<file path="config.mk">
export PLATFORM = sky130hd
export DESIGN_NAME = rv32i_load_store_unit_flat
export DESIGN_NICKNAME = d
export VERILOG_FILES = /design/src/rtl/rv32i_pkg.sv /design/src/rtl/rv32i_load_store_unit_if.sv /design/src/rtl/rv32i_lane_align.sv /design/src/rtl/rv32i_load_store_unit.sv /design/src/flat_wrapper.sv
export SDC_FILE = /design/constraint.sdc
export NUM_CORES = 1
export LEC_CHECK = 0
export CAP_MARGIN = 15
export CORE_ASPECT_RATIO = 1.75
export CORE_MARGIN = 2
export CORE_UTILIZATION = 52
export DETAILED_ROUTE_END_ITERATION = 6
export GPL_ROUTABILITY_DRIVEN = 0
export HOLD_SLACK_MARGIN = 0.06
export PLACE_DENSITY_LB_ADDON = 0.15
export SLEW_MARGIN = 20
export SYNTH_ARGS = -nofsm -noshare
export SYNTH_HDL_FRONTEND = slang
export SYNTH_SLANG_ARGS = --single-unit
</file>
<file path="constraint.sdc">
create_clock -name i_clk -period 6.6 [get_ports i_clk]
set_input_delay 0.99 -clock i_clk [delete_from_list [all_inputs] [get_ports i_clk]]
set_output_delay 0.99 -clock i_clk [all_outputs]
set_load 0.01 [all_outputs]
</file>
<file path="src/rtl/rv32i_pkg.sv">
// rtl/rv32i_pkg.sv - shared types, widths and lane-mask helper for the load/store unit
package rv32i_pkg;

    localparam int XLEN = 32;

    typedef enum logic [1:0] {
        MW_BYTE = 2'd0,
        MW_HALF = 2'd1,
        MW_WORD = 2'd2
    } mem_width_t;

    typedef enum logic [1:0] {
        IDLE = 2'd0,
        LO   = 2'd1,
        HI   = 2'd2,
        FIN  = 2'd3
    } lsu_state_t;

    localparam logic [3:0] LANES_BYTE = 4'b0001;
    localparam logic [3:0] LANES_HALF = 4'b0011;
    localparam logic [3:0] LANES_WORD = 4'b1111;

    // Width code 3 is treated as a word access.
    function automatic logic [3:0] lane_mask(input logic [1:0] width);
        case (width)
            MW_BYTE: lane_mask = LANES_BYTE;
            MW_HALF: lane_mask = LANES_HALF;
            default: lane_mask = LANES_WORD;
        endcase
    endfunction

endpackage

</file>
<file path="src/rtl/rv32i_load_store_unit_if.sv">
// rtl/rv32i_load_store_unit_if.sv - request, RAM and response signals of the load/store unit
// master: execute stage + data RAM side; slave: the load/store unit.
interface rv32i_load_store_unit_if;

    logic                       req_valid;
    logic                       req_ready;
    logic                       req_we;
    logic [1:0]                 req_width;
    logic                       req_sign;
    logic [rv32i_pkg::XLEN-1:0] req_addr;
    logic [rv32i_pkg::XLEN-1:0] req_wdata;

    logic [rv32i_pkg::XLEN-1:0] d_addr;
    logic                       d_we;
    logic [3:0]                 d_be;
    logic [rv32i_pkg::XLEN-1:0] d_wdata;
    logic [rv32i_pkg::XLEN-1:0] d_rdata;

    logic                       rsp_valid;
    logic [rv32i_pkg::XLEN-1:0] rsp_rdata;
    logic                       rsp_fault;

    modport master (
        output req_valid, req_we, req_width, req_sign, req_addr, req_wdata, d_rdata,
        input  req_ready, d_addr, d_we, d_be, d_wdata, rsp_valid, rsp_rdata, rsp_fault
    );

    modport slave (
        input  req_valid, req_we, req_width, req_sign, req_addr, req_wdata, d_rdata,
        output req_ready, d_addr, d_we, d_be, d_wdata, rsp_valid, rsp_rdata, rsp_fault
    );

endinterface

</file>
<file path="src/rtl/rv32i_lane_align.sv">
// rtl/rv32i_lane_align.sv - combinational lane masks, store shifts and load extract/extend
// Ports:
//   i_width/i_sign/i_off      access width, load sign mode (0 sign-extend), byte offset
//   i_wdata                   right-justified store data
//   i_lo_word/i_hi_word       RAM words read for the LO and HI halves of the access
//   o_lo_be/o_hi_be           byte enables for the LO word and the spill into the HI word
//   o_lo_wdata/o_hi_wdata     lane-shifted store data for LO and HI words
//   o_misaligned              access crosses a word boundary
//   o_load_data               aligned, extended load result
module rv32i_lane_align
    import rv32i_pkg::*;
(
    input  logic [1:0]      i_width,
    input  logic            i_sign,
    input  logic [1:0]      i_off,
    input  logic [XLEN-1:0] i_wdata,
    input  logic [XLEN-1:0] i_lo_word,
    input  logic [XLEN-1:0] i_hi_word,
    output logic [3:0]      o_lo_be,
    output logic [3:0]      o_hi_be,
    output logic [XLEN-1:0] o_lo_wdata,
    output logic [XLEN-1:0] o_hi_wdata,
    output logic            o_misaligned,
    output logic [XLEN-1:0] o_load_data
);

    logic [7:0]        w_be_wide;
    logic [2*XLEN-1:0] w_wdata_wide;
    logic [XLEN-1:0]   w_rdata_shift;
    logic [4:0]        w_bit_shift;

    assign w_bit_shift  = {i_off, 3'b000};

    // Shift across an 8-lane / 64-bit window: the upper half is what spills into HI.
    assign w_be_wide    = {4'b0000, lane_mask(i_width)} << i_off;
    assign w_wdata_wide = {{XLEN{1'b0}}, i_wdata} << w_bit_shift;
    assign w_rdata_shift = XLEN'({i_hi_word, i_lo_word} >> w_bit_shift);

    assign o_lo_be    = w_be_wide[3:0];
    assign o_hi_be    = w_be_wide[7:4];
    assign o_lo_wdata = w_wdata_wide[XLEN-1:0];
    assign o_hi_wdata = w_wdata_wide[2*XLEN-1:XLEN];

    always_comb begin
        o_misaligned = 1'b0;
        o_load_data  = w_rdata_shift;
        case (i_width)
            MW_BYTE: begin
                o_load_data = {{24{~i_sign & w_rdata_shift[7]}}, w_rdata_shift[7:0]};
            end
            MW_HALF: begin
                o_misaligned = (i_off == 2'd3);
                o_load_data  = {{16{~i_sign & w_rdata_shift[15]}}, w_rdata_shift[15:0]};
            end
            default: begin
                o_misaligned = (i_off != 2'd0);
            end
        endcase
    end

endmodule

</file>
<file path="src/rtl/rv32i_load_store_unit.sv">
// rtl/rv32i_load_store_unit.sv - load/store unit between execute and a 1-cycle-latency data RAM
// Ports:
//   i_clk     clock, all state on posedge
//   i_reset   asynchronous, active-high reset
//   io_lsu    request (req_*), RAM (d_*) and response (rsp_*) signals
// SPLIT_EN=1 splits word-crossing accesses into LO/HI RAM accesses; 0 rejects them with rsp_fault.
module rv32i_load_store_unit
    import rv32i_pkg::*;
#(
    parameter bit SPLIT_EN = 1'b1
) (
    input  logic                    i_clk,
    input  logic                    i_reset,
    rv32i_load_store_unit_if.slave  io_lsu
);

    lsu_state_t      r_state;
    logic            r_we;
    logic [1:0]      r_width;
    logic            r_sign;
    logic [XLEN-1:0] r_addr;
    logic [XLEN-1:0] r_wdata;
    logic            r_fault;
    logic [XLEN-1:0] r_lo_buf;
    logic [XLEN-1:0] r_d_addr;
    logic            r_d_we;
    logic [3:0]      r_d_be;
    logic [XLEN-1:0] r_d_wdata;
    logic            r_rsp_valid;
    logic [XLEN-1:0] r_rsp_rdata;
    logic            r_rsp_fault;

    logic            w_idle;
    logic [1:0]      w_width;
    logic [XLEN-1:0] w_addr;
    logic [XLEN-1:0] w_wdata;
    logic [XLEN-1:0] w_lo_word;
    logic [XLEN-1:0] w_hi_word;
    logic [3:0]      w_lo_be;
    logic [3:0]      w_hi_be;
    logic [XLEN-1:0] w_lo_wdata;
    logic [XLEN-1:0] w_hi_wdata;
    logic            w_misaligned;
    logic [XLEN-1:0] w_load_data;

    assign w_idle = (r_state == IDLE);

    // In IDLE the aligner sees the incoming request so the LO bus values can be
    // registered at the accept edge; afterwards it works from the latched copy.
    assign w_width = w_idle ? io_lsu.req_width : r_width;
    assign w_addr  = w_idle ? io_lsu.req_addr  : r_addr;
    assign w_wdata = w_idle ? io_lsu.req_wdata : r_wdata;

    // In FIN, d_rdata is the HI word for a split access and the only word otherwise.
    assign w_lo_word = w_misaligned ? r_lo_buf : io_lsu.d_rdata;
    assign w_hi_word = w_misaligned ? io_lsu.d_rdata : {XLEN{1'b0}};

    rv32i_lane_align u_align (
        .i_width      (w_width),
        .i_sign       (r_sign),
        .i_off        (w_addr[1:0]),
        .i_wdata      (w_wdata),
        .i_lo_word    (w_lo_word),
        .i_hi_word    (w_hi_word),
        .o_lo_be      (w_lo_be),
        .o_hi_be      (w_hi_be),
        .o_lo_wdata   (w_lo_wdata),
        .o_hi_wdata   (w_hi_wdata),
        .o_misaligned (w_misaligned),
        .o_load_data  (w_load_data)
    );

    always_ff @(posedge i_clk or posedge i_reset) begin
        if (i_reset) begin
            r_state     <= IDLE;
            r_we        <= 1'b0;
            r_width     <= 2'b00;
            r_sign      <= 1'b0;
            r_addr      <= '0;
            r_wdata     <= '0;
            r_fault     <= 1'b0;
            r_lo_buf    <= '0;
            r_d_addr    <= '0;
            r_d_we      <= 1'b0;
            r_d_be      <= 4'b0000;
            r_d_wdata   <= '0;
            r_rsp_valid <= 1'b0;
            r_rsp_rdata <= '0;
            r_rsp_fault <= 1'b0;
        end else begin
            r_rsp_valid <= 1'b0;
            case (r_state)
                IDLE: begin
                    if (io_lsu.req_valid) begin
                        r_we    <= io_lsu.req_we;
                        r_width <= io_lsu.req_width;
                        r_sign  <= io_lsu.req_sign;
                        r_addr  <= io_lsu.req_addr;
                        r_wdata <= io_lsu.req_wdata;
                        if (w_misaligned && !SPLIT_EN) begin
                            r_fault <= 1'b1;
                            r_state <= FIN;
                        end else begin
                            r_fault   <= 1'b0;
                            r_d_addr  <= {io_lsu.req_addr[XLEN-1:2], 2'b00};
                            r_d_be    <= w_lo_be;
                            r_d_we    <= io_lsu.req_we;
                            r_d_wdata <= w_lo_wdata;
                            r_state   <= LO;
                        end
                    end
                end
                LO: begin
                    if (w_misaligned) begin
                        r_d_addr  <= r_d_addr + XLEN'(4);
                        r_d_be    <= w_hi_be;
                        r_d_wdata <= w_hi_wdata;
                        r_state   <= HI;
                    end else begin
                        r_d_we  <= 1'b0;
                        r_d_be  <= 4'b0000;
                        r_state <= FIN;
                    end
                end
                HI: begin
                    r_lo_buf <= io_lsu.d_rdata;
                    r_d_we   <= 1'b0;
                    r_d_be   <= 4'b0000;
                    r_state  <= FIN;
                end
                FIN: begin
                    r_rsp_valid <= 1'b1;
                    r_rsp_fault <= r_fault;
                    r_rsp_rdata <= (r_we || r_fault) ? {XLEN{1'b0}} : w_load_data;
                    r_state     <= IDLE;
                end
                default: r_state <= IDLE;
            endcase
        end
    end

    assign io_lsu.req_ready = w_idle;
    assign io_lsu.d_addr    = r_d_addr;
    assign io_lsu.d_we      = r_d_we;
    assign io_lsu.d_be      = r_d_be;
    assign io_lsu.d_wdata   = r_d_wdata;
    assign io_lsu.rsp_valid = r_rsp_valid;
    assign io_lsu.rsp_rdata = r_rsp_rdata;
    assign io_lsu.rsp_fault = r_rsp_fault;

endmodule

</file>
<file path="src/flat_wrapper.sv">
// flat-port wrapper written by rule: the top's interface ports become plain ports
module rv32i_load_store_unit_flat import rv32i_pkg::*;
#(
    parameter bit SPLIT_EN = 1'b1
)
  (i_clk, i_reset, io_lsu_req_valid, io_lsu_req_we, io_lsu_req_width, io_lsu_req_sign, io_lsu_req_addr, io_lsu_req_wdata, io_lsu_d_rdata, io_lsu_req_ready, io_lsu_d_addr, io_lsu_d_we, io_lsu_d_be, io_lsu_d_wdata, io_lsu_rsp_valid, io_lsu_rsp_rdata, io_lsu_rsp_fault);
  rv32i_load_store_unit_if io_lsu_i ();
  input  logic i_clk;
  input  logic i_reset;
  input wire logic [$bits(io_lsu_i.req_valid)-1:0] io_lsu_req_valid;
  input wire logic [$bits(io_lsu_i.req_we)-1:0] io_lsu_req_we;
  input wire logic [$bits(io_lsu_i.req_width)-1:0] io_lsu_req_width;
  input wire logic [$bits(io_lsu_i.req_sign)-1:0] io_lsu_req_sign;
  input wire logic [$bits(io_lsu_i.req_addr)-1:0] io_lsu_req_addr;
  input wire logic [$bits(io_lsu_i.req_wdata)-1:0] io_lsu_req_wdata;
  input wire logic [$bits(io_lsu_i.d_rdata)-1:0] io_lsu_d_rdata;
  output wire logic [$bits(io_lsu_i.req_ready)-1:0] io_lsu_req_ready;
  output wire logic [$bits(io_lsu_i.d_addr)-1:0] io_lsu_d_addr;
  output wire logic [$bits(io_lsu_i.d_we)-1:0] io_lsu_d_we;
  output wire logic [$bits(io_lsu_i.d_be)-1:0] io_lsu_d_be;
  output wire logic [$bits(io_lsu_i.d_wdata)-1:0] io_lsu_d_wdata;
  output wire logic [$bits(io_lsu_i.rsp_valid)-1:0] io_lsu_rsp_valid;
  output wire logic [$bits(io_lsu_i.rsp_rdata)-1:0] io_lsu_rsp_rdata;
  output wire logic [$bits(io_lsu_i.rsp_fault)-1:0] io_lsu_rsp_fault;
  assign io_lsu_i.req_valid = io_lsu_req_valid;
  assign io_lsu_i.req_we = io_lsu_req_we;
  assign io_lsu_i.req_width = io_lsu_req_width;
  assign io_lsu_i.req_sign = io_lsu_req_sign;
  assign io_lsu_i.req_addr = io_lsu_req_addr;
  assign io_lsu_i.req_wdata = io_lsu_req_wdata;
  assign io_lsu_i.d_rdata = io_lsu_d_rdata;
  assign io_lsu_req_ready = io_lsu_i.req_ready;
  assign io_lsu_d_addr = io_lsu_i.d_addr;
  assign io_lsu_d_we = io_lsu_i.d_we;
  assign io_lsu_d_be = io_lsu_i.d_be;
  assign io_lsu_d_wdata = io_lsu_i.d_wdata;
  assign io_lsu_rsp_valid = io_lsu_i.rsp_valid;
  assign io_lsu_rsp_rdata = io_lsu_i.rsp_rdata;
  assign io_lsu_rsp_fault = io_lsu_i.rsp_fault;
  rv32i_load_store_unit #(.SPLIT_EN(SPLIT_EN)) u_core (.i_clk(i_clk), .i_reset(i_reset), .io_lsu(io_lsu_i));
endmodule
</file>
Word level (Yosys, flattened, before mapping)
Cells that the tools add are included.

Logic and storage cells: 62. Output and inout port bits: 104. Input bits: 103. Bits in registers: 174.

Shift operators: 3. Reduce and logical (&&, ||, !) cells: 9. Bitwise logic cells: 3. Eq/ne operators: 8. $add $sub $neg: 1. Mux-type cells: 25.

Operators by type and width (count): two-way mux 32 bit (8); one-hot mux 32 bit (2 select lines) (3); << shifter 32 x 5 -> 64 bit (1); >> shifter 64 x 5 -> 32 bit (1); adder 32 x 3 -> 32 bit, second input constant (1); one-hot mux 4 bit (3 select lines) (1); two-way mux 4 bit (2); one-hot mux 2 bit (4 select lines) (1); one-hot mux 4 bit (2 select lines) (1); << shifter 4 x 2 -> 8 bit (1); equality test 2 bit, second input constant (3); two-way mux 2 bit (3); AND reduction 3 bit (2); equality test 2 x 1 -> 1 bit, second input constant (2); logical NOT 2 bit (2); two-way mux 1 bit (4); != test 2 bit, second input constant (2); AND reduction 2 bit (2); nonzero test 2 bit (2); one-hot mux 1 bit (3 select lines) (1); nonzero test 3 bit (1); bitwise AND 1 bit (2); != test 2 x 1 -> 1 bit, second input constant (1); one-hot mux 1 bit (2 select lines) (1); NOT 1 bit (1).

Longest topological paths before layout
Gate-level depths: netlist of the first run.

Word-level depth: 9. Gate-level depth with buffers: 12. Depth with buffers taken out: 8.

By module
A second synthesis of the first run with hierarchy kept.

Cell total of the unflattened synthesis: 1068. Area total of the unflattened synthesis: 10706.5 µm².

By module, submodules not included: rv32i_load_store_unit (instances 1, sequential area each 4304.1 µm², cells an instance 825, area each 8629.5 µm²); rv32i_lane_align (instances 1, sequential area each 0.0 µm², cells an instance 243, area each 2077.0 µm²).

Least setup slack after synthesis of the first run
No wires, ideal clock.

Kind: input to register. Start: input port io_lsu_req_addr[0]. End: register u_core.r_rsp_rdata[8] (netlist: u_core.io_lsu.rsp_rdata[8]). Slack: 4.002 ns. Cell stages on the path: 7. Required time: 6.469 ns. Setup time: 0.131 ns. Arrival: 2.467 ns. Path buffers: 1. Path through: mux2i_2 o21ai_4 nand2_2 clkbuf_1 mux2i_1 nor2_1 or3_1.

Cells in the longest elaborated chain, start to end: 8. Elaborated cells between the ends (all ways): 10. Those cells by class: eq/ne: 1; shift: 1; mux: 6; bitwise: 1; reduce/logical: 1.

RTL lines: from (decl) (RTL line flat_wrapper.sv:14) `input wire logic [$bits(io_lsu_i.req_addr)-1:0] io_lsu_req_addr;`; two-way mux 2 bit * (RTL line rv32i_load_store_unit.sv:51) `assign w_addr = w_idle ? io_lsu.req_addr : r_addr;`; equality test 2 bit / nonzero test 2 bit (equally long branches) (RTL line rv32i_lane_align.sv:52, rv32i_lane_align.sv:56); one-hot mux 1 bit (2 select lines) (RTL line rv32i_lane_align.sv:47) `case (i_width)`; two-way mux 32 bit (on tied branches) (RTL line rv32i_load_store_unit.sv:55, rv32i_load_store_unit.sv:56); >> shifter 64 x 5 -> 32 bit * (RTL line rv32i_lane_align.sv:37) `assign w_rdata_shift = XLEN'({i_hi_word, i_lo_word} >> w_bit_shift);`; bitwise AND 1 bit (RTL line rv32i_lane_align.sv:49) `o_load_data = {{24{~i_sign & w_rdata_shift[7]}}, w_rdata_shift[7:0]};`; one-hot mux 32 bit (2 select lines) * (RTL line rv32i_lane_align.sv:47); two-way mux 32 bit * (RTL line rv32i_load_store_unit.sv:134) `r_rsp_rdata <= (r_we || r_fault) ? {XLEN{1'b0}} : w_load_data;`; to (signal assigned) (RTL line rv32i_load_store_unit.sv:134); to (decl) (RTL line rv32i_load_store_unit.sv:30) `logic [XLEN-1:0] r_rsp_rdata;`.

Every way passes the cells marked *; elsewhere a longest branch is shown, timed or not. A chain may end at the register's enable or synchronous reset.

Worst setup path in the final report of the first run
Start: register u_core.r_state[0]. End: register u_core.r_d_addr[15] (netlist: u_core.io_lsu.d_addr[15]).

Cells in the longest elaborated chain, start to end: 6. Elaborated cells between the ends (all ways): 14. Those cells by class: eq/ne: 5; mux: 4; reduce/logical: 5.

RTL lines: from (decl) (RTL line rv32i_load_store_unit.sv:17) `lsu_state_t r_state;`; from (signal assigned) (RTL line rv32i_load_store_unit.sv:75) `r_state <= IDLE;`; from (signal assigned) (RTL line rv32i_load_store_unit.sv:102) `r_state <= FIN;`; from (signal assigned) (RTL line rv32i_load_store_unit.sv:109) `r_state <= LO;`; logical NOT 2 bit (RTL line rv32i_load_store_unit.sv:46, rv32i_load_store_unit.sv:92); two-way mux 2 bit (on tied branches) (RTL line rv32i_load_store_unit.sv:51, rv32i_load_store_unit.sv:50); equality test 2 bit, or another cell as far along (RTL line rv32i_lane_align.sv:52) `o_misaligned = (i_off == 2'd3);`; one-hot mux 1 bit (2 select lines) (RTL line rv32i_lane_align.sv:47); != test 2 x 1 -> 1 bit (no line); AND reduction 3 bit (no line); to (signal assigned) (RTL line rv32i_load_store_unit.sv:105) `r_d_addr <= {io_lsu.req_addr[XLEN-1:2], 2'b00};`; to (signal assigned) (RTL line rv32i_load_store_unit.sv:115) `r_d_addr <= r_d_addr + XLEN'(4);`; to (decl) (RTL line rv32i_load_store_unit.sv:25) `logic [XLEN-1:0] r_d_addr;`.

Several ways; a longest one is shown, not always the timed one.

==> results of run 1 <==
## where the power goes
| part | leakage [uW] | switching, uW | internal (uW) |
|---|---|---|---|
| logic | 0.00280 | 2430 | 1980 |
| registers | 0.00207 | 474 | 1570 |
| clock network | 0.000305 | 438 | 655 |
## worst max-delay path, stage by stage (launching register included)
cell and delay (ns):
dfrtp_1 0.43, inv_1 0.14, ha_4 0.80, mux2i_4 0.34
buf_4 0.43, o21ai_4 0.13, a21oi_4 0.65, or2_2 0.96
nor4_1 0.09, or3_1 0.37
## kinds of logic (layout without fill, tap and decap cells)
| group | after synthesis | in the layout | share of synthesized area [%] |
|---|---|---|---|
| mux | 163 | 163 | 18.71 |
| buf+inv | 100 | 265 | 4.553 |
| other cells | 1 | 3 | 0.03688 |
| compound gates | 283 | 283 | 20.29 |
| simple gates | 294 | 294 | 13.71 |
| fa+ha+maj | 5 | 5 | 0.6153 |
| flops | 171 | 171 | 42.09 |
## final timing paths
kind	cells past startpoint	slack, ns	endpoint	startpoint
setup / recovery	9	2.09	u_core.io_lsu.d_addr[15]	u_core.r_state[0]
hold / removal	2	0.48	u_core.io_lsu.d_wdata[31]	u_core.io_lsu.d_wdata[31]
setup reg to reg	9	2.09	u_core.io_lsu.d_addr[15]	u_core.r_state[0]
hold reg to reg	2	0.48	u_core.io_lsu.d_wdata[31]	u_core.io_lsu.d_wdata[31]
max in group asynchronous	3	4.14	u_core.io_lsu.rsp_rdata[15]	i_reset
min in group asynchronous	2	1.05	u_core.r_lo_buf[5]	i_reset
## synth_stat cells (all sizes together) (8+ instances only)
| cell type | number | area, sq um |
|---|---|---|
| a211oi | 10 | 75.07 |
| a21oi | 55 | 294.0 |
| a221o | 15 | 150.1 |
| a221oi | 8 | 70.07 |
| a22oi | 17 | 127.6 |
| a2bb2oi | 8 | 70.07 |
| a31oi | 10 | 62.56 |
| and3 | 13 | 81.33 |
| buf | 51 | 277.8 |
| clkbuf | 31 | 117.6 |
| dfrtp | 171 | 4279 |
| inv | 17 | 63.81 |
| mux2 | 107 | 1209 |
| mux2i | 47 | 490.5 |
| mux4 | 9 | 202.7 |
| nand2 | 100 | 380.4 |
| nand3 | 35 | 175.2 |
| nand4 | 13 | 81.33 |
| nor2 | 73 | 279.0 |
| nor3 | 13 | 75.07 |
| nor4 | 14 | 93.84 |
| o21a | 26 | 195.2 |
| o21ai | 41 | 216.5 |
| o221ai | 31 | 271.5 |
| o22ai | 11 | 68.82 |
| o2bb2ai | 8 | 70.07 |
| o31ai | 8 | 60.06 |
| or3 | 8 | 50.05 |
## sequential cells by signal (all words and copies together) (netlist names)
name                     cells
u_core.io_lsu.d_we           1
u_core.r_wdata              32
u_core.r_lo_buf             31
u_core.io_lsu.rsp_valid      1
u_core.r_width               2
u_core.r_sign                1
u_core.io_lsu.rsp_rdata     32
u_core.io_lsu.d_wdata       32
u_core.r_addr                2
u_core.io_lsu.d_addr        30
u_core.r_state               2
u_core.r_we                  1
u_core.io_lsu.d_be           4
## layout make-up
| type | count | area, sq um |
|---|---|---|
| well taps | 241 | 301.5 |
| clock inverters | 10 | 163.9 |
| repair buffers | 215 | 2122 |
| flip-flops and latches | 171 | 4279 |
| multi-input cells | 748 | 5469 |
| clock buffers | 22 | 464.2 |
| fillers | 1553 | 6325 |
| inverters | 18 | 72.57 |
## through the flow
step / instance area [sq um] / instances / hold slack [ns] / power [uW]
after floorplan: 10170 / 1019 / 0.4722 / 4900
after global placement: 12240 / 1393 / 0.4623 / 6306
after detailed placement: 12240 / 1393 / 0.4717 / 6400
after CTS: 12870 / 1425 / 0.4863 / 7497
after global routing: 12870 / 1425 / 0.5054 / 7971
final: 12870 / 1425 / 0.4815 / 7547
## layer usage
layer	track usage (%)	vias to the layer above	share of wire (%)
met3	4.337	100	5.9
met4	19.23	0	6.2
li1	-	4149	-
met5	0	-	0
met2	52.09	439	51
met1	36.24	4492	37
==> flow_metrics.tcl, run 1 <==
set metrics [dict create \
    hold_viol 0 \
    final_cell_mix "clkdlybuf4s50_1, dfrtp_1, mux2_2" \
    clk_latency_ns 0.45 \
    synth_edf_count 0 \
    min_path_type "flip-flop to flip-flop" \
    overflow 0 \
    grt_max_degree 79 \
    setup_viol 0 \
    fin_ws_ns 2.089 \
    clkSinkCount 171 \
    cts.htree.levels 4 \
    async_flop_share_pct 100.0 \
    nets 1279 \
    syn_area_sq_um 10170 \
    fp-row-count 67 \
    clk_path_buf_depth 2 \
    viasPerCell 6.442 \
    post-dp-hpwl_um 22000 \
    drive_gt1_share_pct 15.12 \
    fin_crit_sh_pct 68.35 \
    cts_resized 0 \
    seq_area_frac_synth_pct 42.09 \
    finalCoreUtilization_pct 67.05 \
    drtIter0Drc 718 \
    core_area_sq_um 19200 \
    ys.warnings.count 0 \
    cp_max_fo 69 \
    wl_per_cell_um 22.31 \
    fin_setup_tns_ns 0 \
    drtAntennaViolNets 0 \
    cp.required_ns 6.93 \
    clock-root-buffer "clkbuf_16" \
    cap_violations 0 \
    drcViolationCount 0 \
    leakage_uw 0.005181 \
    max-vdd-ir-drop_mv 0.2707 \
    fin_crit_ns 4.511 \
    syn_to_final_growth_pct 26.61 \
    syn_inst 1017 \
    drv_slew 0 \
    first_pass_iters 7 \
    critPathCaptureType "flip-flop" \
    cts_setup_buffers 0 \
    power.density_nw_per_um2 586.3 \
    diodes 0 \
    place_ws_ns 2.139 \
    io_pins 207 \
    path_clk_slew_ns 0.07 \
    max_slew_margin_pct 27.85 \
    crit_path_start_kind "flip-flop" \
    dr_total_vias 9180 \
    yosysUniqueCellTypes 69 \
    grt_pass1_vias 9008 \
    finClkSkew_ns 0.01172 \
    die_w_um 109.7 \
    outcome "completed" \
    numCtsBuffers 17 \
    postSynthRegisterBits 171 \
    fmax_ghz 0.2217 \
    routed_wl_um 31790 \
    ctsHoldBuffers 0 \
    worst_pin_slew_ns 1.082 \
    rsz0062_at_grt "false" \
    avgSynthCellArea_sq_um 9.997 \
    cts_tree "yes" \
    die_h_um 189.0 \
    grt_pass1_wl_um 48660 \
    antenna_found_initial 0 \
    mostFrequentLayoutCell "clkdlybuf4s50_1" \
    crit_arrival_ns 4.84 \
    gr-usage-all-layers_pct 30.88 \
    portBuffers 203 \
    ys.flop_type "dfrtp_1" \
    die-area_sq_um 20730 \
    crit_type "flip-flop to flip-flop" \
    start_util_pct 52.96 \
]
No activity file was read; power rests on OpenSTA's default activity.
==> run 2, diff against run 1 <==
==> constraint.sdc (replaced) <==
create_clock -name i_clk -period 4.7 [get_ports i_clk]
set_input_delay 0.705 -clock i_clk [delete_from_list [all_inputs] [get_ports i_clk]]
set_output_delay 0.705 -clock i_clk [all_outputs]
set_load 0.01 [all_outputs]
==> run 2 against run 1 <==
- sequential power grew 41%
- sequential share of layout area decreased by 0.065 points
- routed wire length decreased by 0.55%
- setup slack lost 0.80 ns
- fmax rose by 32%
- global-route usage is 0.13 points higher
- final area is 0.19% higher
- total power is 39% higher
- via count is 2.4% higher
- worst hold slack better by 0.0053 ns
- largest power group unchanged
==> flow_metrics.tcl, run 2 (synthesis gave the netlist of run 1 again) <==
set metrics [dict create \
    outcome "completed" \
    mostFrequentLayoutCell "clkdlybuf4s50_1" \
    fin_setup_tns_ns 0 \
    drtAntennaViolNets 0 \
    drive_gt1_share_pct 15.94 \
    cp_max_fo 28 \
    io_pins 207 \
    final_cell_mix "clkdlybuf4s50_1, dfrtp_1, mux2_2" \
    cts_tree "yes" \
    die-area_sq_um 20730 \
    dr_total_vias 9402 \
    leakage_uw 0.005202 \
    core_area_sq_um 19200 \
    hold_viol 0 \
    min_path_type "flip-flop to flip-flop" \
    r2r_slack_ns 1.29 \
    ctsHoldBuffers 0 \
    start_util_pct 52.96 \
    grt_pass1_wl_um 48920 \
    syn_to_final_growth_pct 26.85 \
    grt_max_degree 172 \
    overflow 0 \
    path_clk_slew_ns 0.07 \
    crit_start "u_core.r_state[0]" \
    critPathCaptureType "flip-flop" \
    crit_arrival_ns 3.78 \
    cap_violations 0 \
    power.density_nw_per_um2 814.0 \
    hold_slack_ns 0.4868 \
    rsz0062_at_grt "false" \
    routed_wl_um 31620 \
    die_w_um 109.7 \
    fmax_ghz 0.2936 \
    cts_setup_buffers 0 \
    wl_per_cell_um 22.05 \
    clock-root-buffer "clkbuf_16" \
    drcViolationCount 0 \
    fin_crit_ns 3.406 \
    cts_resized 0 \
    gr-usage-all-layers_pct 31.01 \
    reg2regPathDepth 10 \
    portBuffers 203 \
    drv_slew 0 \
    nets 1287 \
    grt_pass1_vias 9190 \
    finalCoreUtilization_pct 67.18 \
    design_area_sq_um 12900 \
    dpl_cell_area_sq_um 12320 \
    max-vdd-ir-drop_mv 0.4249 \
    worst_pin_slew_ns 1.027 \
    clk_latency_ns 0.45 \
    clk_path_buf_depth 2 \
    critPathCapture "u_core.io_lsu.d_wdata[6]" \
    antenna_found_initial 1 \
    first_pass_iters 5 \
    die_h_um 189.0 \
    cp.required_ns 5.07 \
    fin_crit_sh_pct 72.48 \
    r2r-start "u_core.r_state[0]" \
    r2r-end "u_core.io_lsu.d_wdata[6]" \
    viasPerCell 6.556 \
    numCtsBuffers 17 \
    max_slew_margin_pct 31.53 \
    clkSinkCount 171 \
    crit_type "flip-flop to flip-flop" \
    post-dp-hpwl_um 22200 \
    cts.htree.levels 4 \
    finClkSkew_ns 0.008389 \
    setup_viol 0 \
    crit_path_start_kind "flip-flop" \
    fp-row-count 67 \
    drtIter0Drc 629 \
]
## run 2: changes by cell type in the layout (fill, tap and decap cells not counted), sizes merged
cell | before | now
clkinv | 5 | 7
bufinv | 4 | 1
buf | 12 | 20
diode | 0 | 1
inv | 18 | 19
clkinvlp | 1 | 3
clkbuf | 22 | 20
## run 2: critical path, cell delays in order, from the launching register on
cell	delay [ns]
dfrtp_1	0.43
inv_1	0.14
ha_4	0.32
mux2i_4	0.66
o21ai_4	0.11
a21oi_4	0.19
buf_4	0.30
or2_2	0.55
buf_4	0.40
a221oi_1	0.10
nor2_1	0.12
## run 2: worst min path at each step
stage                                    startpoint                   endpoint  slack (ns)  cells past startpoint
final                     u_core.io_lsu.d_wdata[26]  u_core.io_lsu.d_wdata[26]        0.49                      2
after global routing      u_core.io_lsu.d_wdata[18]  u_core.io_lsu.d_wdata[18]        0.51                      1
after CTS                 u_core.io_lsu.d_wdata[26]  u_core.io_lsu.d_wdata[26]        0.49                      2
after detailed placement  u_core.io_lsu.d_wdata[26]  u_core.io_lsu.d_wdata[26]        0.47                      2
after global placement    u_core.io_lsu.d_wdata[29]  u_core.io_lsu.d_wdata[29]        0.47                      2
after floorplan                  u_core.r_lo_buf[0]         u_core.r_lo_buf[0]        0.47                      1
## run 2: cell type report
type	count	area [sq um]
diodes	1	2.502
clock buffers	20	466.7
clock inverters	12	112.6
fillers	1578	6300
inverters	18	71.32
multi-input cells	748	5469
flip-flops and latches	171	4279
well taps	241	301.5
repair buffers	223	2195
## run 2: through the flow
stage	std cells	power, uW	worst slack [ns]
global placement	1401	8898	1.052
finish	1434	10500	1.294
CTS	1433	10450	1.287
global route	1434	11130	1.046
detailed placement	1401	9024	0.9883
floorplan	1019	6882	1.812
## run 2: per-layer routing
metal  GRT usage (%)  routed length [um]  vias to the layer above
met2           52.75               16220                      495
met4           19.72                2142                        0
met3           4.716                2127                      131
li1                -                   -                     4182
met1           35.53               11130                     4594
met5               0                   0                        -
## run 2: power by group
group	internal (uW)	switching (uW)	total, uW
clock network	776	623	1400
registers	2200	662	2870
logic	2810	3420	6230
==> RTL change 1, RTL diff (config.mk and constraints of run 2) <==
The 4 states of `lsu_state_t` get a Gray code encoding in 2 bits.
--- a/src/rtl/rv32i_pkg.sv
+++ b/src/rtl/rv32i_pkg.sv
@@ -10,10 +10,10 @@
     } mem_width_t;
 
     typedef enum logic [1:0] {
-        IDLE = 2'd0,
-        LO   = 2'd1,
-        HI   = 2'd2,
-        FIN  = 2'd3
+        IDLE = 2'b00,
+        LO   = 2'b01,
+        HI   = 2'b11,
+        FIN  = 2'b10
     } lsu_state_t;
 
     localparam logic [3:0] LANES_BYTE = 4'b0001;
Formal check against the unedited RTL: no difference found for any inputs over 4 cycles, from zero or initial values and one cycle with i_reset high; so few cycles prove little.
==> RTL change 1 against run 2 <==
- the run now ends with design-rule violations left
- setup slack worse by 0.26 ns
- first-iteration DRC count is 12% higher
- via count grew 1.9%
- routed wire length up 4.4%
- synthesized area up 0.16%
- sequential cell count unchanged
- global-route usage is 1.1 points higher
- sequential share of layout area is essentially flat
- synthesized cell count rose by 12%
- final area is 0.15% lower
- total power down 4.5%
==> RTL change 1: results (changes against run 2) <==
Run status
  • Status: complete, but fails checks
  • Failing checks: design-rule violations

Detailed routing
  • 1st-pass router iterations: 7 (+2)
  • Top layer in use: met4
  • Final wirelength: 33000 um (+4.4%)
  • Routed wl met2: 16500 um (+1.7%)
  • Via count: 9580 (+1.9%)
  • Routed met3 length: 2049 um (-3.7%)
  • Iter 0 DRT Violations: 703 (+12%)
  • DRT met1 WL: 12050 um (+8.3%)
  • # DRC: 3 (+3)

Worst setup path
  • R2r setup slk: 1.03 ns (-0.26 ns)
  • Reg2reg path depth: 10 (unchanged)
  • Arrival time at the worst endpoint: 3.98 ns (+0.20 ns)
  • Peak fanout along the critical path: 28 (unchanged)
  • Worst stage delay on the critical path: 0.62 ns (-0.04 ns)
  • Critical path's slowest cell: dfrtp_1
  • CP startpoint: u_core.r_state[1]
  • Crit path capture: u_core.io_lsu.rsp_rdata[17]

Synthesis
  • Cells after synthesis: 1134 (+12%)
  • FFs w/ async S/R, synth: 100.0% (unchanged)
  • Post-synthesis sequential area ratio: 42.02% (-0.067 points)
  • Cell variety after synth: 70 (+1.4%)
  • Area contributors post-synth: dfrtp_1, mux2_2, nand2_1
  • Post-synth top cells: nand2_1, dfrtp_1, a21oi_1

Global routing
  • Initial antenna violation count: 0 (-1)
  • Vias in the first global route: 9337 (+1.6%)
  • Total GRT Usage: 32.11% (+1.1 points)
  • First-pass GRT wire length: 50800 um (+3.8%)
  • Largest net degree at the start of global routing: 172 (unchanged)

Clock tree
  • Clock buffer depth: 2 (unchanged)
  • H-tree levels: 4 (unchanged)
  • TritonCTS Buffers: 17 (unchanged)
  • Root buffer cell: clkbuf_16
  • Total setup buffers inserted after CTS: 0 (unchanged)

Hold path
  • Hold path startpoint: u_core.io_lsu.d_wdata[28]
  • HP Class: reg2reg

Layout
  • Final Non-Filler Cells: 1543 (+7.6%)
  • Nets: 1395 (+8.4%)
  • Share of post-route cells with drive strength above 1: 12.90% (-3.0 points)
  • Antenna cell count: 0 (-1)

Pwr
  • P_leak: 5.320 nW (+2.3%)
  • VDD IR max: 0.5260 mV (+24%)

Timing
  • Post-Route Skew: 0.01269 ns (+0.004299 ns)
  • Slew HR: 16.86% (-15 points)

Placement
  • Dpl hpwl: 22670 um (+2.1%)
-- RTL change 1: cell type report --
type                       count  area, um^2
fill                        1585        6319
multi-input combinational    868        5482
sequential                   171        4279
timing repair buffer         225        2217
clock buffer                  19       442.9
tap                          241       301.5
clock inverter                11       122.6
inverter                       8       33.78
-- RTL change 1: kinds of logic (layout without fill, tap and decap cells) --
kind of cell	after synthesis	after routing	synth area share, %
and+or+nand+nor	388	388	17.15
adders and majority gates	1	1	0.1228
AOI/OAI and AO/OA	329	329	20.65
buffers and inverters	97	263	4.386
DFF	171	171	42.02
muxes	147	147	15.63
other	1	3	0.03682
-- RTL change 1: where the power goes --
part	switching, mW	internal [mW]
combinational	3.26	2.49
clock	0.608	0.791
sequential	0.688	2.19
-- RTL change 1: worst min-delay path by stage --
stage	cells after the start	slack, ns	endpoint
3_3_place_gp	2	0.46	u_core.io_lsu.d_wdata[31]
3_5_place_dp	2	0.47	u_core.io_lsu.d_wdata[30]
4_1_cts	2	0.48	u_core.io_lsu.rsp_rdata[24]
5_1_grt	2	0.49	u_core.io_lsu.rsp_rdata[24]
6_report	2	0.48	u_core.io_lsu.d_wdata[28]
2_1_floorplan	2	0.46	u_core.r_we
-- RTL change 1: through the flow --
stage	setup WS, ns	power, mW	area [um^2]	util, %
2_1_floorplan	1.812	6.460	10190	-
3_3_place_gp	1.133	8.402	12310	64.11
3_5_place_dp	1.089	8.508	12310	64.11
4_1_cts	1.160	9.931	12870	67.06
5_1_grt	0.8249	10.64	12880	67.09
6_report	1.030	10.02	12880	67.09
-- RTL change 1: worst max-delay path, delay by kind of cell, from the launching register on --
kind / cells / cell delay, ns
buf+inv: 3 / 1.21
mux: 2 / 0.70
flops: 1 / 0.62
simple gates: 2 / 0.41
compound gates: 3 / 0.57
-- RTL change 1: per-layer routing --
layer  global-route usage, %  vias up
li1                        -     4413
met1                   36.94     4623
met2                   53.21      426
met3                   5.542      118
met4                   21.81        0
met5                       0        -
==> RTL change 2, RTL diff (settings of run 2) <==
Without the edit above. `SPLIT_EN` is set to 1'b1 in 2 places; all go to 1'b0.
--- a/src/rtl/rv32i_load_store_unit.sv
+++ b/src/rtl/rv32i_load_store_unit.sv
@@ -7,7 +7,7 @@
 module rv32i_load_store_unit
     import rv32i_pkg::*;
 #(
-    parameter bit SPLIT_EN = 1'b1
+    parameter bit SPLIT_EN = 1'b0
 ) (
     input  logic                    i_clk,
     input  logic                    i_reset,
--- a/src/flat_wrapper.sv
+++ b/src/flat_wrapper.sv
@@ -1,7 +1,7 @@
 // flat-port wrapper written by rule: the top's interface ports become plain ports
 module rv32i_load_store_unit_flat import rv32i_pkg::*;
 #(
-    parameter bit SPLIT_EN = 1'b1
+    parameter bit SPLIT_EN = 1'b0
 )
   (i_clk, i_reset, io_lsu_req_valid, io_lsu_req_we, io_lsu_req_width, io_lsu_req_sign, io_lsu_req_addr, io_lsu_req_wdata, io_lsu_d_rdata, io_lsu_req_ready, io_lsu_d_addr, io_lsu_d_we, io_lsu_d_be, io_lsu_d_wdata, io_lsu_rsp_valid, io_lsu_rsp_rdata, io_lsu_rsp_fault);
   rv32i_load_store_unit_if io_lsu_i ();
Behaviour: not the same (Yosys sat finds a counterexample within 4 cycles, from zero or initial values and one cycle with i_reset high).
==> RTL change 2 against run 2 <==
- sequential share of layout area shrank 0.34 points
- routed wire length increased by 2.7%
- largest cell class unchanged
- sequential cell count decreased by 5
- total power down 4.8%
- setup slack got worse by 0.52 ns
- clock power increased by 3%
- final area decreased by 1.9%
- synthesized area decreased by 3.1%
- combinational power down 6.1%
==> RTL change 2: results (changes against run 2) <==
Run status
  • Status: finished clean

Detailed routing
  • 1st-pass router iterations: 7 (+2)
  • Via count: 9304 (-1.0%)

Timing
  • Post-Route Skew: 0.01314 ns (+0.004749 ns)
  • Worst Setup Slack, final: 0.7717 ns (-0.5219 ns)
  • Slew HR: 31.64% (+0.11 points)

Worst setup path
  • R2r endpoint: u_core.io_lsu.rsp_rdata[15]
  • Worst stage delay on the critical path: 0.64 ns (-0.02 ns)
  • Critical path's slowest cell: buf_4

Placement
  • DP Cell Count: 1432 (+2.2%)
  • Dpl hpwl: 22530 um (+1.5%)
  • Number of port buffers: 204 (+0.49%)

Synthesis
  • Area contributors post-synth: dfrtp_1, mux2_2, mux2i_1
  • Post-synthesis sequential area ratio: 42.17% (+0.082 points)
  • Cell variety after synth: 66 (-4.3%)

Layout
  • Final Non-Filler Cells: 1464 (+2.1%)
  • Nets: 1322 (+2.7%)
  • Antenna cell count: 0 (-1)

Pwr
  • P_leak: 5.184 nW (-0.35%)

Global routing
  • Total GRT Usage: 33.00% (+2.0 points)
  • First-pass GRT wire length: 50530 um (+3.3%)
  • Largest net degree at the start of global routing: 167 (-2.9%)
  • Vias in the first global route: 9331 (+1.5%)

Hold path
  • Hold path startpoint: u_core.io_lsu.d_wdata[31]
  • Min-Delay Endpoint: u_core.io_lsu.d_wdata[31]
[RTL change 2: logic make-up (layout without fill, tap and decap cells)]
family / count (synthesis) / after routing / share of synthesized area [%]
AND/OR/NAND/NOR: 341 / 341 / 15.74
AO/OA/AOI/OAI: 270 / 270 / 18.82
flip-flops: 166 / 166 / 42.17
multiplexers: 152 / 152 / 17.48
buffers and inverters: 105 / 285 / 4.636
adder cells (fa/ha/maj): 6 / 6 / 0.7621
XOR/XNOR: 4 / 4 / 0.3557
other: 1 / 2 / 0.03807
[RTL change 2: final cells by class]
cell class                      count  area (um^2)
Fill cell                        1541         5929
Multi-Input combinational cell    775         5299
Sequential cell                   166         4154
Timing Repair Buffer              221         2182
Clock buffer                       17        425.4
Tap cell                          238        297.8
Clock inverter                     15        168.9
Inverter                           32        123.9
[RTL change 2: metal layers]
metal  up-vias  part of all wire, %  global-route usage, %
li1       4168                    -                      -
met1      4506                   35                  37.22
met2       514                   52                  57.16
met3       116                  6.6                  5.532
met4         0                  6.4                  20.87
met5         -                    0                      0
[RTL change 2: power by group through the flow]
stage / Combinational [mW] / Sequential, mW / Clock (mW)
finish: 5.85 / 2.70 / 1.44
global route: 6.31 / 2.77 / 1.52
CTS: 5.80 / 2.69 / 1.46
detailed placement: 5.76 / 2.70 / 0
global placement: 5.67 / 2.68 / 0
floorplan: 3.71 / 2.68 / 0
[RTL change 2: worst max path at each step]
stage / from / end / depth (start not counted)
floorplan: i_reset / u_core.io_lsu.d_addr[10] / 1
global placement: io_lsu_req_addr[0] / u_core.io_lsu.rsp_rdata[20] / 8
detailed placement: io_lsu_req_addr[0] / u_core.io_lsu.rsp_rdata[27] / 8
CTS: u_core.r_state[0] / u_core.io_lsu.rsp_rdata[15] / 10
global route: u_core.r_state[0] / u_core.io_lsu.rsp_rdata[15] / 10
finish: u_core.r_state[0] / u_core.io_lsu.rsp_rdata[15] / 10
[RTL change 2: worst min-delay path, stage by stage (launching register included)]
cell,delay (ns)
dfrtp_1,0.35
nand2_1,0.05
o31ai_1,0.06
